===== src/rtl/trap_stall_sequencer.sv =====
//-----------------------------------------------------------------------------
// trap_stall_sequencer
//
// Purpose:
//   PC / front-end sequencer for the multi-stage RISC-V core. It owns the
//   fetch PC and the decoder enable. It sequences three kinds of redirect:
//     - conditional-branch redirects,
//     - maskable interrupt entry (MEPC/MCAUSE capture, jump to MTVEC),
//     - MRET return to MEPC.
//   Every redirect stalls decode for DRAIN_CYCLES cycles so the pipeline
//   can drain. The PC is a word index.
//
// Ports:
//   CLK             in   1        clock, all state updates on rising edge
//   RSTN            in   1        synchronous active-low reset
//   BRANCH_DETECT   in   1        conditional jump present in decode
//   JUMP_DEST       in   XLEN     branch target, valid the cycle after
//                                 BRANCH_DETECT
//   IRQ             in   NUM_IRQ  level-sensitive interrupt requests
//   IRQ_MASK        in   NUM_IRQ  per-line enable, 1 = enabled
//   MRET            in   1        mret decoded this cycle
//   MTVEC_WE        in   1        MTVEC write strobe
//   MTVEC_WDATA     in   XLEN     MTVEC write data
//   PC              out  XLEN     fetch address
//   DECODER_ENABLED out  1        decode stage enable
//   CPU_MODE        out  1        0 = user, 1 = machine
//   MEPC            out  XLEN     saved return PC
//   MCAUSE          out  XLEN     trap cause
//   MTVEC           out  XLEN     trap vector
//   IRQ_ACK         out  NUM_IRQ  one-hot, 1-cycle pulse on trap entry
//-----------------------------------------------------------------------------
module trap_stall_sequencer #(
   parameter int unsigned XLEN         = 32,
   parameter int unsigned NUM_IRQ      = 4,
   parameter int unsigned DRAIN_CYCLES = 2,
   parameter int unsigned RESET_PC     = 0,
   parameter int unsigned MTVEC_RESET  = 36
) (
   input  logic               CLK,
   input  logic               RSTN,
   input  logic               BRANCH_DETECT,
   input  logic [XLEN-1:0]    JUMP_DEST,
   input  logic [NUM_IRQ-1:0] IRQ,
   input  logic [NUM_IRQ-1:0] IRQ_MASK,
   input  logic               MRET,
   input  logic               MTVEC_WE,
   input  logic [XLEN-1:0]    MTVEC_WDATA,
   output logic [XLEN-1:0]    PC,
   output logic               DECODER_ENABLED,
   output logic               CPU_MODE,
   output logic [XLEN-1:0]    MEPC,
   output logic [XLEN-1:0]    MCAUSE,
   output logic [XLEN-1:0]    MTVEC,
   output logic [NUM_IRQ-1:0] IRQ_ACK
);

   // Width of the drain down-counter and of an interrupt index.
   localparam int unsigned CW   = (DRAIN_CYCLES > 1) ? $clog2(DRAIN_CYCLES) : 1;
   localparam int unsigned IDXW = (NUM_IRQ > 1) ? $clog2(NUM_IRQ) : 1;

   localparam logic [CW-1:0]   CNT_INIT = CW'(DRAIN_CYCLES - 1);
   localparam logic [CW-1:0]   CNT_ONE  = CW'(1);
   localparam logic [XLEN-1:0] PC_ONE   = XLEN'(1);
   localparam logic [XLEN-1:0] PC_RST   = XLEN'(RESET_PC);
   localparam logic [XLEN-1:0] TVEC_RST = XLEN'(MTVEC_RESET);
   // Interrupt flag bit of MCAUSE.
   localparam logic [XLEN-1:0] CAUSE_IRQ = {1'b1, {(XLEN-1){1'b0}}};

   typedef enum logic [2:0] {
      ST_RUN        = 3'd0,
      ST_HANDLER    = 3'd1,
      ST_BR_DRAIN   = 3'd2,
      ST_TRAP_DRAIN = 3'd3,
      ST_RET_DRAIN  = 3'd4
   } state_t;

   // Index of the lowest set bit; lower index means higher priority.
   function automatic logic [IDXW-1:0] f_lowest_idx(input logic [NUM_IRQ-1:0] v);
      logic [IDXW-1:0] idx;
      idx = '0;
      for (int i = NUM_IRQ - 1; i >= 0; i--) begin
         if (v[i]) begin
            idx = IDXW'(i);
         end else begin
            idx = idx;
         end
      end
      return idx;
   endfunction

   // Registered state
   state_t               r_state;
   state_t               r_ret_state;
   logic [CW-1:0]        r_cnt;
   logic [XLEN-1:0]      r_pc;
   logic                 r_dec_en;
   logic                 r_mode;
   logic [XLEN-1:0]      r_mepc;
   logic [XLEN-1:0]      r_mcause;
   logic [XLEN-1:0]      r_mtvec;
   logic [NUM_IRQ-1:0]   r_irq_ack;

   // Next-state values
   state_t               w_state_nxt;
   state_t               w_ret_state_nxt;
   logic [CW-1:0]        w_cnt_nxt;
   logic [XLEN-1:0]      w_pc_nxt;
   logic                 w_dec_en_nxt;
   logic                 w_mode_nxt;
   logic [XLEN-1:0]      w_mepc_nxt;
   logic [XLEN-1:0]      w_mcause_nxt;
   logic [XLEN-1:0]      w_mtvec_nxt;
   logic [NUM_IRQ-1:0]   w_irq_ack_nxt;

   // Interrupt selection
   logic [NUM_IRQ-1:0]   w_pending;
   logic                 w_irq_any;
   logic [IDXW-1:0]      w_irq_idx;
   logic [NUM_IRQ-1:0]   w_irq_onehot;
   logic [XLEN-1:0]      w_irq_cause;
   logic [XLEN-1:0]      w_pc_inc;

   assign w_pending    = IRQ & IRQ_MASK;
   assign w_irq_any    = |w_pending;
   assign w_irq_idx    = f_lowest_idx(w_pending);
   assign w_irq_onehot = NUM_IRQ'(1'b1) << w_irq_idx;
   assign w_irq_cause  = CAUSE_IRQ | XLEN'(w_irq_idx);
   assign w_pc_inc     = r_pc + PC_ONE;

   // Next-state and datapath decision for the sequencer FSM.
   always_comb begin
      w_state_nxt     = r_state;
      w_ret_state_nxt = r_ret_state;
      w_cnt_nxt       = r_cnt;
      w_pc_nxt        = r_pc;
      w_dec_en_nxt    = r_dec_en;
      w_mode_nxt      = r_mode;
      w_mepc_nxt      = r_mepc;
      w_mcause_nxt    = r_mcause;
      w_irq_ack_nxt   = '0;

      // MTVEC writes are accepted in every state; the trap exit below reads
      // r_mtvec, so an exit on the same edge as a write uses the old vector.
      if (MTVEC_WE) begin
         w_mtvec_nxt = MTVEC_WDATA;
      end else begin
         w_mtvec_nxt = r_mtvec;
      end

      case (r_state)
         ST_RUN: begin
            if (BRANCH_DETECT) begin
               w_dec_en_nxt    = 1'b0;
               w_cnt_nxt       = CNT_INIT;
               w_ret_state_nxt = ST_RUN;
               w_state_nxt     = ST_BR_DRAIN;
            end else if (w_irq_any) begin
               w_mepc_nxt    = r_pc;
               w_mcause_nxt  = w_irq_cause;
               w_mode_nxt    = 1'b1;
               w_irq_ack_nxt = w_irq_onehot;
               w_dec_en_nxt  = 1'b0;
               w_cnt_nxt     = CNT_INIT;
               w_state_nxt   = ST_TRAP_DRAIN;
            end else begin
               // MRET in user mode is ignored and fetch just advances.
               w_pc_nxt = w_pc_inc;
            end
         end

         ST_HANDLER: begin
            // Interrupts are not taken here; they stay pending until RUN.
            if (BRANCH_DETECT) begin
               w_dec_en_nxt    = 1'b0;
               w_cnt_nxt       = CNT_INIT;
               w_ret_state_nxt = ST_HANDLER;
               w_state_nxt     = ST_BR_DRAIN;
            end else if (MRET) begin
               w_dec_en_nxt = 1'b0;
               w_cnt_nxt    = CNT_INIT;
               w_state_nxt  = ST_RET_DRAIN;
            end else begin
               w_pc_nxt = w_pc_inc;
            end
         end

         ST_BR_DRAIN: begin
            // JUMP_DEST is valid exactly one cycle after BRANCH_DETECT,
            // which is the first drain cycle.
            if (r_cnt == CNT_INIT) begin
               w_pc_nxt = JUMP_DEST;
            end else begin
               w_pc_nxt = r_pc;
            end
            if (r_cnt == '0) begin
               w_dec_en_nxt = 1'b1;
               w_pc_nxt     = w_pc_inc;
               w_state_nxt  = r_ret_state;
            end else begin
               w_cnt_nxt = r_cnt - CNT_ONE;
            end
         end

         ST_TRAP_DRAIN: begin
            if (r_cnt == '0) begin
               w_pc_nxt     = r_mtvec;
               w_dec_en_nxt = 1'b1;
               w_state_nxt  = ST_HANDLER;
            end else begin
               w_cnt_nxt = r_cnt - CNT_ONE;
            end
         end

         ST_RET_DRAIN: begin
            if (r_cnt == '0) begin
               w_pc_nxt     = r_mepc;
               w_mode_nxt   = 1'b0;
               w_dec_en_nxt = 1'b1;
               w_state_nxt  = ST_RUN;
            end else begin
               w_cnt_nxt = r_cnt - CNT_ONE;
            end
         end

         default: begin
            // Unreachable encoding: fall back to a clean running state.
            w_state_nxt  = ST_RUN;
            w_cnt_nxt    = '0;
            w_dec_en_nxt = 1'b1;
         end
      endcase
   end

   // State and datapath registers with synchronous active-low reset.
   always_ff @(posedge CLK) begin
      if (!RSTN) begin
         r_state     <= ST_RUN;
         r_ret_state <= ST_RUN;
         r_cnt       <= '0;
         r_pc        <= PC_RST;
         r_dec_en    <= 1'b1;
         r_mode      <= 1'b0;
         r_mepc      <= '0;
         r_mcause    <= '0;
         r_mtvec     <= TVEC_RST;
         r_irq_ack   <= '0;
      end else begin
         r_state     <= w_state_nxt;
         r_ret_state <= w_ret_state_nxt;
         r_cnt       <= w_cnt_nxt;
         r_pc        <= w_pc_nxt;
         r_dec_en    <= w_dec_en_nxt;
         r_mode      <= w_mode_nxt;
         r_mepc      <= w_mepc_nxt;
         r_mcause    <= w_mcause_nxt;
         r_mtvec     <= w_mtvec_nxt;
         r_irq_ack   <= w_irq_ack_nxt;
      end
   end

   assign PC              = r_pc;
   assign DECODER_ENABLED = r_dec_en;
   assign CPU_MODE        = r_mode;
   assign MEPC            = r_mepc;
   assign MCAUSE          = r_mcause;
   assign MTVEC           = r_mtvec;
   assign IRQ_ACK         = r_irq_ack;

endmodule

===== config.mk =====
export PLATFORM = sky130hd
export DESIGN_NAME = trap_stall_sequencer
export DESIGN_NICKNAME = d
export VERILOG_FILES = /design/src/rtl/trap_stall_sequencer.sv
export SDC_FILE = /design/constraint.sdc
export NUM_CORES = 1
export LEC_CHECK = 0
export CAP_MARGIN = 40
export CORE_MARGIN = 2
export CORE_UTILIZATION = 40
export CTS_CLUSTER_DIAMETER = 150
export DETAILED_ROUTE_END_ITERATION = 7
export GPL_ROUTABILITY_DRIVEN = 0
export PLACE_DENSITY = 0.77
export RECOVER_POWER = 100
export SETUP_SLACK_MARGIN = 0.1
export SLEW_MARGIN = 20
export SYNTH_ARGS = -nofsm -noshare
export SYNTH_HDL_FRONTEND = slang
export SYNTH_SLANG_ARGS = --single-unit

===== constraint.sdc =====
create_clock -name CLK -period 5.1 [get_ports CLK]
set_clock_uncertainty 0.1 [all_clocks]
set_input_delay 1.02 -clock CLK [delete_from_list [all_inputs] [get_ports CLK]]
set_output_delay 1.02 -clock CLK [all_outputs]
set_load 0.05 [all_outputs]

# Yosys cells after proc, flatten, opt, wreduce, memory -nomap -nowiden
# Index checks and enable logic that the tools add are counted.
[word_totals]
reg_bits = 112
[classes]
eq_ne = 17
mux = 38
shifts = 1
bitwise = 5
n_reduce_logical = 14
n_addsub = 2
[op_table]
columns = ["cell", "n"]
rows = [
  ["32-bit 2-to-1 mux", 7],
  ["32-bit one-hot mux with 5 select lines", 1],
  ["32-bit by 1-bit adder with 32-bit output, second input constant", 1],
  ["3-bit 2-to-1 mux", 9],
  ["2-bit != test, second input constant", 11],
  ["3-bit one-hot mux with 5 select lines", 1],
  ["1-bit 2-to-1 mux", 12],
  ["3-bit AND reduction", 3],
  ["2-bit 2-to-1 mux", 4],
  ["4-bit OR reduction", 2],
  ["7-bit AND reduction", 1],
  ["3-bit by 2-bit == test with 1-bit output, second input constant", 2],
  ["3-bit != test, second input constant", 2],
  ["1-bit one-hot mux with 3 select lines", 2],
  ["3-bit one-hot mux with 2 select lines", 1],
  ["5-bit AND reduction", 1],
  ["5-bit nonzero test", 1],
  ["4-bit AND", 1],
  ["1-bit NOT", 4],
  ["4-bit AND reduction", 1],
  ["2-bit nonzero test", 2],
  ["1-bit by 2-bit << shifter with 4-bit output, first input constant", 1],
  ["3-bit by 1-bit == test with 1-bit output, second input constant", 1],
  ["3-bit == test, second input constant", 1],
  ["5 further kinds", 5],
]

# Longest topological paths before layout
[logic_depth]
word_depth = 6
mapped_depth = 9

# Worst setup path after synthesis
# OpenSTA, ideal clock, no wires.
[synth_timing]
path_kind = "input -> register"
start = "input IRQ[2]"
end = "register r_mepc[17], in the netlist MEPC[17]"
path_stages = 7
setup_time_ps = 76
n_path_buf = 2
arrival_time_ps = 2385
path_slack_ps = 2539
cell_sequence = "a22o_1 nor2_1 or3_1 clkbuf_1 clkbuf_1 nand2_1 a21boi_0"
[synth_between]
elab_chain_len = 3
[synth_lines]
columns = ["element", "line_no", "text"]
rows = [
  ["start: declaration", "43", "input logic [NUM_IRQ-1:0] IRQ,"],
  ["4-bit AND", "123", "assign w_pending = IRQ & IRQ_MASK;"],
  ["4-bit OR reduction", "124", "assign w_irq_any = |w_pending;"],
  ["3-bit AND reduction (no source line)", "--", ""],
  ["end signal: assignment", "254", "r_mepc <= w_mepc_nxt;"],
  ["end: declaration", "98", "logic [XLEN-1:0] r_mepc;"],
]
# No other way between the ends.
# A chain may end at the register's enable or synchronous reset.

# Final worst setup path
[layout_timing]
start = "input IRQ[2]"
end = "register r_pc[21], in the netlist PC[21]"
[layout_between]
elab_chain_len = 4
[layout_lines]
columns = ["element", "line_no", "text"]
rows = [
  ["4-bit AND", "123", ""],
  ["4-bit OR reduction", "124", ""],
  ["2-bit != test (no source line)", "--", ""],
  ["7-bit AND reduction (no source line)", "--", ""],
  ["end signal: assignment", "251", "r_pc <= w_pc_nxt;"],
  ["end: declaration", "95", "logic [XLEN-1:0] r_pc;"],
]
# No other way between the ends.

==> impl_metrics.csv <==
group,metric,value,unit
global_route,grt_pass1_wl,32.15,mm
worst_setup_path,startpoint,"IRQ[2]",
place,hpwl,14.20,mm
synth,ys_seq_elements,110,
synth,yosysSeqAreaShare,36.01,%
sta,fmax,257.1,MHz
worst_setup_path,startpoint_type,"input pin",
min_path,hold_path_depth,2,
clock_tree,cts.reportedPaths.clkPinSlew,70,ps
global_route,antenna_found_initial,0,
worst_setup_path,crit_arrival,4070,ps
synth,postSynth.asyncResetShare,0,%
global_route,grt_remaining_overflow,0,
synth,synthTopCellsByArea,"dfxtp_1 (36%), nand2_1 (8.7%), mux2i_1 (5.6%)",
sta,slew_headroom,-6.838,%
min_path,hold_end,"MCAUSE[1]$_SDFFE_PN0P_",
synth,yosys.area.top_type_share,36.01,%
min_path,min_path_type,"reg -> reg",
layout,drive_gt1_share,4.212,%
outcome,status,"complete, but fails checks",
clock_tree,cts_setup_buffers,0,
sta,setup_viol_count_final,0,
layout,area.growth.synth_to_final,34.46,%
sta,hold_violations,0,
drt,ant_nets,0,
run,cap_violations,2,
global_route,grt_pass1_vias,5943,
sta,maxSlewViolCount,34,
clock_tree,ctsResizeCount,0,
sta,rsz0062_at_grt,"false",
place,io_buffers,181,
worst_setup_path,r2r_start,"r_state[1]$_SDFFE_PN0P_",
synth,synth_cells,772,
drt,wl_per_cell,18.27,µm
clock_tree,cts-htree-levels,3,
drt,firstDrtPassIters,7,
synth,avgSynthCellArea,7.920,µm²
layout,diodes,0,
sta,setup_tns,0,ps
sta,fin_crit,3890,ps
worst_setup_path,crit_required,5280,ps
min_path,hp-start,"MCAUSE[1]$_SDFFE_PN0P_",
drt,via_count,6342,
floorplanning,start_util,40.52,%
worst_setup_path,crit_path_end_kind,"flip-flop",
synth,synth_top_area_cell,"dfxtp_1",
sta,tightestPinTransition,1590,ps
worst_setup_path,rr_endpoint,"PC[21]$_SDFFE_PN0P_",
synth,synth_edf_count,0,
worst_setup_path,ff2ff_setup_slack,1550,ps
clock_tree,cts_tree,"done",
layout,fin_util,54.49,%
worst_setup_path,worst-path-max-fanout,18,
global_route,grt_use_total,24.86,%
drt,wirelength,20.36,mm
synth,synth.distinct_cells,67,
power_and_ir_drop,irDropWorstVdd,0.1904,mV
floorplanning,dieArea,16290,µm²
clock_tree,cts.sink_count,110,
floorplanning,core.rowCount,45,
power_and_ir_drop,p_per_area,330.4,nW/µm²
sta,fin_crit_sh,76.27,%
synth,netlist_area,6115,µm²
floorplanning,chipWidth,127.6,µm
drt,drc,0,
clock_tree,cts_buffer_depth,2,
synth,ys_dominant_reg_cell,"dfxtp_1",
worst_setup_path,rr_worst_depth,7,
floorplanning,fp.coreArea,15090,µm²
clock_tree,clock_latency,370,ps
clock_tree,numCtsBuffers,9,
layout,fin_nets,999,
drt,dr.first_iter.drc_count,599,
layout,fillCellCount,1440,
clock_tree,cts_hold_buf,0,
outcome,violations,"max-capacitance violations, max-slew violations",
floorplanning,ios,211,
power_and_ir_drop,static-leakage-power,3.230,nW
global_route,grt_max_degree,49,
worst_setup_path,critical_path_class,"in -> reg",
synth,yosysWarnings,0,
clock_tree,cts-root-buf,"clkbuf_16",
floorplanning,die_h,127.6,µm
drt,via_per_inst,5.693,
==> state kept, by name, summed over array words and instances, names as in the netlist <==
signal and cells:
CPU_MODE 1, DECODER_ENABLED 1, r_cnt 1, r_ret_state 1, MCAUSE 3, PC 32, MTVEC 32, IRQ_ACK 4
MEPC 32, r_state 3
==> power breakdown <==
| group | internal, W | leakage, nW | total [W] | switching [W] |
|---|---|---|---|---|
| Clock | 0.000433 | 0.150 | 0.000773 | 0.000340 |
| Combinational | 0.000300 | 2.18 | 0.000918 | 0.000617 |
| Sequential | 0.000922 | 0.897 | 0.00103 | 0.000104 |
| Total | 0.00165 | 3.23 | 0.00272 | 0.00106 |
==> metal layers <==
layer  wire length, µm  global-route usage [%]  share of wire [%]  up-vias
met3              2105                   7.538                 10       35
met5                 0                       0                  0        -
li1                  -                       -                  -     3026
met1              8311                   31.66                 41     2943
met2              9482                   40.39                 47      338
met4               456                   7.951                2.2        0
==> area by class of cell <==
type	count	area, µm²	area share [%]
Clock buffer	11	232.7	2.831
Timing Repair Buffer	196	1911	23.24
Multi-Input combinational cell	598	3537	43.02
Sequential cell	110	2202	26.78
Tap cell	188	235.2	2.861
Clock inverter	5	81.33	0.9892
Inverter	6	22.52	0.2739
==> synthesized netlist by cell type (12+ instances only) <==
master,n
a21boi_0,41
a21oi_1,48
a22oi_1,12
buf_4,31
clkbuf_1,39
dfxtp_1,110
mux2i_1,34
nand2_1,141
nand3_1,17
nand4_1,12
nor2_1,29
nor2b_1,41
o21ai_0,43
==> worst max-delay path by stage <==
stage	end	slack, ps
2_1_floorplan	MEPC[17]$_SDFFE_PN0P_	2540
6_report	PC[21]$_SDFFE_PN0P_	1210
3_5_place_dp	MEPC[21]$_SDFFE_PN0P_	1470
4_1_cts	MEPC[21]$_SDFFE_PN0P_	1850
3_3_place_gp	MEPC[12]$_SDFFE_PN0P_	1580
5_1_grt	PC[21]$_SDFFE_PN0P_	1030
==> kinds of logic (layout without fill, tap and decap cells) <==
kind of cell / Yosys count / in the layout / share of synthesized area (%)
AO/OA/AOI/OAI: 229 / 229 / 25.39
AND/OR/NAND/NOR: 304 / 304 / 24.84
other: 1 / 29 / 0.06133
XOR/XNOR: 1 / 1 / 0.1433
flip-flops: 110 / 110 / 36.01
multiplexers: 34 / 34 / 5.566
buffers and inverters: 92 / 218 / 7.776
adder cells (fa/ha/maj): 1 / 1 / 0.2046
==> layout by cell type, fill, tap and decap left out, types with 4 or more instances in the layout <==
cell             instances
nand3_1                 17
and4_1                   5
dfxtp_1                110
nor2b_1                 41
nand4_1                 12
dlygate4sd3_1          107
conb_1                  29
and3_1                   7
buf_4                   10
and2_1                   8
o21ai_0                 43
a21oi_1                 48
o211ai_1                10
o21a_1                   8
clkdlybuf4s50_1         72
clkbuf_1                 7
nor3_1                  11
a2bb2oi_1                5
a31oi_1                 11
nand2b_1                 5
a311oi_1                 4
clkbuf_16                9
a22o_1                   7
nor2_1                  28
o22ai_1                  6
inv_1                    5
nor4_1                   4
mux2i_1                 34
nand2_1                141
a22oi_1                 12
nor3b_1                  5
a21boi_0                41
==> critical path, cell delays in order <==
cell and delay (ps):
dlygate4sd3_1 550, a22o_1 190, nor2_1 120, o32ai_1 850
clkbuf_1 800, a211oi_1 90, o22a_1 220, a311oi_1 220
==> through the flow <==
| stage | hold WS (ps) | cell area (µm²) | std cells | power, W | setup slack (ps) |
|---|---|---|---|---|---|
| final | 364.1 | 8222 | 1114 | 0.002717 | 1210 |
| after global routing | 388.4 | 8222 | 1114 | 0.002848 | 1029 |
| after CTS | 371.0 | 8249 | 1113 | 0.002749 | 1849 |
| after detailed placement | 360.8 | 7935 | 1097 | 0.001980 | 1472 |
| after global placement | 350.3 | 7908 | 1095 | 0.001967 | 1582 |
| after floorplan | 380.5 | 6220 | 800 | 0.001672 | 2539 |
(Power assumes the default switching activity.)
